$ cat config.mk
export PLATFORM = sky130hd
export DESIGN_NAME = uart_tx_scheduler
export DESIGN_NICKNAME = d
export VERILOG_FILES = /design/src/rtl/uart_pkg.sv /design/src/rtl/rr_arbiter.sv /design/src/rtl/uart_tx_scheduler.sv
export SDC_FILE = /design/constraint.sdc
export NUM_CORES = 1
export LEC_CHECK = 0
export ABC_AREA = 1
export BUFFER_PORTS_ARGS = -buffer_cell sky130_fd_sc_hd__buf_4
export CAP_MARGIN = 20
export CORE_MARGIN = 10
export CORE_UTILIZATION = 35
export DETAILED_ROUTE_END_ITERATION = 12
export GPL_ROUTABILITY_DRIVEN = 0
export MAX_ROUTING_LAYER = met4
export PLACE_DENSITY = 0.59
export RECOVER_POWER = 25
export SLEW_MARGIN = 20
export SYNTH_ARGS = -nofsm -noshare
export SYNTH_HDL_FRONTEND = slang
export SYNTH_SLANG_ARGS = --single-unit
$ cat constraint.sdc
create_clock -name clk -period 2 [get_ports clk]
set_input_delay 0 -clock clk [delete_from_list [all_inputs] [get_ports clk]]
set_output_delay 0 -clock clk [all_outputs]
set_load 0.01 [all_outputs]
$ cat src/rtl/uart_pkg.sv
// Shared UART definitions: data width, default transmitter buffer depth and the
// TX scheduler state encoding.
package uart_pkg;

  localparam int unsigned UART_DATA_BITS      = 8;
  localparam int unsigned TXBUF_DEPTH_DEFAULT = 4;

  typedef enum logic [1:0] {
    IDLE = 2'd0,
    LOAD = 2'd1,
    SEND = 2'd2,
    GAP  = 2'd3
  } tx_sched_state_t;

endpackage

$ cat src/rtl/rr_arbiter.sv
// Combinational round-robin arbiter: one-hot grant, search starts just after ptr.
module rr_arbiter #(
  parameter int unsigned NUM_REQ = 2
) (
  input  logic [NUM_REQ-1:0]         req,
  input  logic [$clog2(NUM_REQ)-1:0] ptr,
  input  logic                       enable,
  output logic [NUM_REQ-1:0]         gnt
);

  localparam int unsigned PtrW = $clog2(NUM_REQ);

  logic [PtrW-1:0] idx;

  // Walk offsets from farthest to nearest so the nearest requester wins.
  always_comb begin
    gnt = '0;
    idx = '0;
    if (enable) begin
      for (int unsigned off = NUM_REQ; off >= 1; off--) begin
        idx = PtrW'((32'(ptr) + off) % NUM_REQ);
        if (req[idx]) begin
          gnt      = '0;
          gnt[idx] = 1'b1;
        end
      end
    end
  end

endmodule

$ cat src/rtl/uart_tx_scheduler.sv
// Shares one UART transmitter among NUM_REQ byte producers: round-robin loading
// of the transmitter buffer, then one framed send per buffered byte.
module uart_tx_scheduler
  import uart_pkg::*;
#(
  parameter int unsigned NUM_REQ        = 2,
  parameter int unsigned TXBUF_DEPTH    = TXBUF_DEPTH_DEFAULT,
  parameter int unsigned GAP_CYCLES     = 16,
  parameter int unsigned TIMEOUT_CYCLES = 200000
) (
  input  logic                              clk,
  input  logic                              rst_n,
  input  logic [NUM_REQ-1:0]                req_valid,
  input  logic [UART_DATA_BITS*NUM_REQ-1:0] req_data,
  output logic [NUM_REQ-1:0]                req_ready,
  output logic                              tx_load,
  output logic [UART_DATA_BITS-1:0]         tx_data,
  output logic                              tx_send,
  input  logic                              tx_done,
  output logic [2:0]                        pending_count,
  output logic                              busy,
  output logic                              err_timeout,
  input  logic                              err_clr
);

  localparam int unsigned PtrW = $clog2(NUM_REQ);
  localparam int unsigned GapW = (GAP_CYCLES > 1) ? $clog2(GAP_CYCLES) : 1;
  localparam int unsigned ToW  = (TIMEOUT_CYCLES > 1) ? $clog2(TIMEOUT_CYCLES) : 1;

  localparam logic [2:0]      Depth   = 3'(TXBUF_DEPTH);
  localparam logic [GapW-1:0] GapLast = GapW'(GAP_CYCLES - 1);
  localparam logic [ToW-1:0]  ToLast  = ToW'(TIMEOUT_CYCLES - 1);

  tx_sched_state_t           state_q, state_d;
  logic [PtrW-1:0]           ptr_q, ptr_d;
  logic [2:0]                pending_q, pending_d;
  logic [GapW-1:0]           gap_q, gap_d;
  logic [ToW-1:0]            to_q, to_d;
  logic                      load_q, load_d;
  logic [UART_DATA_BITS-1:0] data_q, data_d;
  logic                      err_q, err_d;

  logic                      arb_en;
  logic [NUM_REQ-1:0]        gnt;
  logic [PtrW-1:0]           gnt_idx;
  logic [UART_DATA_BITS-1:0] gnt_byte;

  // Grants only while idle with buffer room; gated by rst_n so nothing is
  // accepted while reset is held.
  assign arb_en = rst_n && (state_q == IDLE) && (pending_q < Depth);

  rr_arbiter #(
    .NUM_REQ (NUM_REQ)
  ) u_arb (
    .req    (req_valid),
    .ptr    (ptr_q),
    .enable (arb_en),
    .gnt    (gnt)
  );

  always_comb begin
    gnt_idx  = '0;
    gnt_byte = '0;
    for (int unsigned i = 0; i < NUM_REQ; i++) begin
      if (gnt[i]) begin
        gnt_idx  = PtrW'(i);
        gnt_byte = req_data[UART_DATA_BITS*i +: UART_DATA_BITS];
      end
    end
  end

  always_comb begin
    state_d   = state_q;
    ptr_d     = ptr_q;
    pending_d = pending_q;
    gap_d     = '0;
    to_d      = '0;
    load_d    = 1'b0;
    data_d    = data_q;
    err_d     = err_clr ? 1'b0 : err_q;

    unique case (state_q)
      IDLE: begin
        if (|gnt) begin
          state_d   = LOAD;
          load_d    = 1'b1;
          data_d    = gnt_byte;
          ptr_d     = gnt_idx;
          pending_d = pending_q + 3'd1;
        end else if (pending_q != 3'd0) begin
          state_d = SEND;
        end
      end
      LOAD: begin
        state_d = IDLE;
      end
      SEND: begin
        if (tx_done) begin
          state_d   = GAP;
          pending_d = pending_q - 3'd1;
        end else if (to_q == ToLast) begin
          // Abandon the frame; the byte counts as consumed. Set beats err_clr.
          state_d   = GAP;
          pending_d = pending_q - 3'd1;
          err_d     = 1'b1;
        end else begin
          to_d = to_q + 1'b1;
        end
      end
      GAP: begin
        if (gap_q == GapLast) begin
          state_d = IDLE;
        end else begin
          gap_d = gap_q + 1'b1;
        end
      end
      default: begin
        state_d = IDLE;
      end
    endcase
  end

  always_ff @(posedge clk) begin
    if (!rst_n) begin
      state_q   <= IDLE;
      ptr_q     <= '0;
      pending_q <= '0;
      gap_q     <= '0;
      to_q      <= '0;
      load_q    <= 1'b0;
      data_q    <= '0;
      err_q     <= 1'b0;
    end else begin
      state_q   <= state_d;
      ptr_q     <= ptr_d;
      pending_q <= pending_d;
      gap_q     <= gap_d;
      to_q      <= to_d;
      load_q    <= load_d;
      data_q    <= data_d;
      err_q     <= err_d;
    end
  end

  assign req_ready     = gnt;
  assign tx_load       = load_q;
  assign tx_data       = data_q;
  assign tx_send       = (state_q == SEND);
  assign pending_count = pending_q;
  assign busy          = (state_q != IDLE) || (pending_q != 3'd0);
  assign err_timeout   = err_q;

endmodule

==> flow_summary.toml <==
[status]
outcome = "finished clean"

[synth]
synth_top_family_by_area = "simple AND/OR/NAND/NOR gates"
synth_compound_area_frac = 0.0944
async_flop_share = 0
syn_nets = 283
synth_adder_area_share = 0.0245
syn_area_per_cell_um2 = 7.14
synth.distinct_cells = 33
synth-simple-area-share = 0.351
synth_area_leaders = "dfxtp_1 41%, nand2_1 14%, inv_1 5.9%"
yosysMostFrequentCell = "nand2_1"
ys_seq_area_frac = 0.413
syn-cell-area_um2 = 1840
syn_inst = 258
synth_mux_area_frac = 0
ys_top_cells_by_count = "70 x nand2_1, 38 x dfxtp_1, 29 x inv_1, 29 x nor2_1, 17 x nand3_1"
synth_top_area_cell = "dfxtp_1"
yosys_register_bits = 38
ys_warn_count = 0
yosys_most_used_dff = "dfxtp_1"
netlist.area_leader.share = 0.413
synth_xor_area_frac = 0.0380
synth-edff-count = 0

[place]
io_buffers = 38
placed_area_um2 = 2200
hpwlAfterDp_um = 3290
dp.cells = 363

[floorplan]
fp.coreArea_um2 = 5110
dieArea_um2 = 8560
io-pin-count = 39
die_y_um = 92.5
die_x_um = 92.5
initial_utilization = 0.361
fp-row-count = 26

[clock_network]
cts_buffer_depth = 2
numCtsBuffers = 5
clock_latency_ns = 0.29
htree_levels = 2
clk_pin_slew_ns = 0.08
cts_tree = "built"
cts_setup_buffers = 0
cts_num_sinks = 38
root_buffer = "clkbuf_8"

[pwr]
pwr-share-comb = 0.308
static-leakage-power_nw = 1.01
sw_frac_of_total = 0.313
power_switching_mw = 0.779
p_clk_frac = 0.325
intPower_mw = 1.71
vdd_drop_max_mv = 0.506
power.total_mw = 2.48
p_seq_frac = 0.367
power.density_nw_per_um2 = 1000

[drt]
vias_per_cell = 4.60
ant_nets = 0
post-route-drc-count = 0
dr.pass1.iters = 4
wl_per_cell_um = 11.3
vias = 1790
wirelength_um = 4380
drt_iter0_markers = 103

[grt]
antenna_found_initial = 0
grt_pass1_wl_um = 7620
grt_max_degree = 19
grt_usage = 0.110
grt_pass1_vias = 1720
grt-ovfl-total = 0

[final_layout]
antenna_cells = 0
fin_nets = 343
utilization = 0.486
area_delta_synth_final_pct = 34.7
instances_no_fill = 389
drive_gt1_frac = 0.163
final_area_um2 = 2480

[timing]
period_needed_ns = 1.85
finalHoldViolCount = 0
worst_slew_pin_slew_ns = 0.375
finalMaxSlewViolations = 0
fmax_mhz = 540
rsz0062_at_grt = "false"
fin_skew_ns = 0.00699
relSlewSlack = 0.749
setup_viol = 0
tns_ns = 0
min_period_over_period = 0.926

[setup_path]
start_kind = "flop"
worstSetupPathType = "reg -> reg"
cp_max_fo = 9
cp-end-kind = "flop"
crit_arrival_ns = 2.09
required_ns = 2.23

[hold_path]
hp-class = "in -> reg"

[run]
drv_cap = 0
==> state kept, by name (all words and copies together), names as in the netlist <==
register and flops:
to_q 18, tx_data 8, gap_q 4, pending_count 3, state_q 2, err_timeout 1, ptr_q 1, tx_load 1
==> power by group through the flow <==
| stage | Combinational, mW | Sequential, mW | Clock, mW |
|---|---|---|---|
| finish | 0.766 | 0.911 | 0.807 |
| global route | 0.869 | 0.924 | 0.859 |
| CTS | 0.819 | 0.912 | 0.832 |
| detailed placement | 0.764 | 0.927 | 0 |
| global placement | 0.763 | 0.927 | 0 |
| floorplan | 0.465 | 0.949 | 0 |
==> cell families (layout without fill, tap and decap cells) <==
kind of cell    after synthesis  count (layout)
simple gates                144             144
flops                        38              38
buf+inv                      37              98
xor+xnor                      8               8
compound gates               28              28
fa+ha+maj                     3               3
==> worst max-delay path, cell delays in order, from the launching register on <==
cell           delay [ns]
dfxtp_1              0.36
nor2_4               0.19
inv_1                0.05
nor2_1               0.08
nand2_1              0.14
clkinvlp_4           0.18
nand2_1              0.07
a31oi_1              0.17
dlygate4sd3_1        0.56
==> cell type report <==
class / instances / area [µm²]
repair buffers: 56 / 420
well taps: 70 / 87.6
flip-flops and latches: 38 / 762
fillers: 535 / 2630
clock buffers: 6 / 82.6
inverters: 34 / 134
clock inverters: 2 / 60.1
multi-input cells: 183 / 935
==> per-stage QoR <==
step	hold WS [ns]	worst slack, ns
after floorplan	0.136	0.563
after global placement	0.288	0.400
after detailed placement	0.294	0.340
after CTS	0.0242	0.0802
after global routing	0.0558	0.0134
final	0.0279	0.148
==> timing repair <==
item / 4_1_cts / 5_1_grt
resized for setup: 0 / 2
hold buffers: 18 / 0
hold endpoints to repair: 10 / 0
endpoints found under the setup margin: 0 / 8
==> metal layers <==
metal  global-route usage  share of wire  wire length, µm  up-vias
li1                     -              -                -      941
met1                0.135           0.50             2170      792
met2                0.161           0.42             1850       52
met3               0.0404          0.069              302        5
met4               0.0424          0.014               61        0
met5                    -              0                0        -
==> path summary, 6_finish.rpt <==
kind,from,end,slack [ns],depth (start not counted)
hold / removal,tx_done,err_timeout,0.03,4
setup / recovery,state_q[1],tx_data[6],0.15,8
hold reg to reg,gap_q[0],gap_q[0],0.46,1
setup reg to reg,state_q[1],tx_data[6],0.15,8
==> placed cells by master (no fill, tap or decap) <==
cell           instances
nor3b_1                3
nand3_1               17
clkinv_1               1
ha_1                   2
nand3b_1               1
clkinvlp_4             1
nand2_2                3
or2_2                  2
bufinv_16              2
o21a_1                 1
nor3_1                 8
nand2_4                1
nand2_1               70
nor2_1                29
dfxtp_2                1
or2_0                  1
nor2_2                 1
inv_4                  1
buf_4                 26
xnor2_1                2
nand3_2                1
nor2_4                 2
inv_2                  2
inv_1                 29
a21oi_4                1
dfxtp_1               37
xor2_1                 6
a31oi_1                8
dlygate4sd3_1         18
o31ai_1                1
a21oi_2                2
clkbuf_1              12
nand4_1                5
a21oi_1               12
clkbuf_8               6
o21ai_0                3
fa_1                   1
Note: power is estimated with default switching activity, not from simulation.
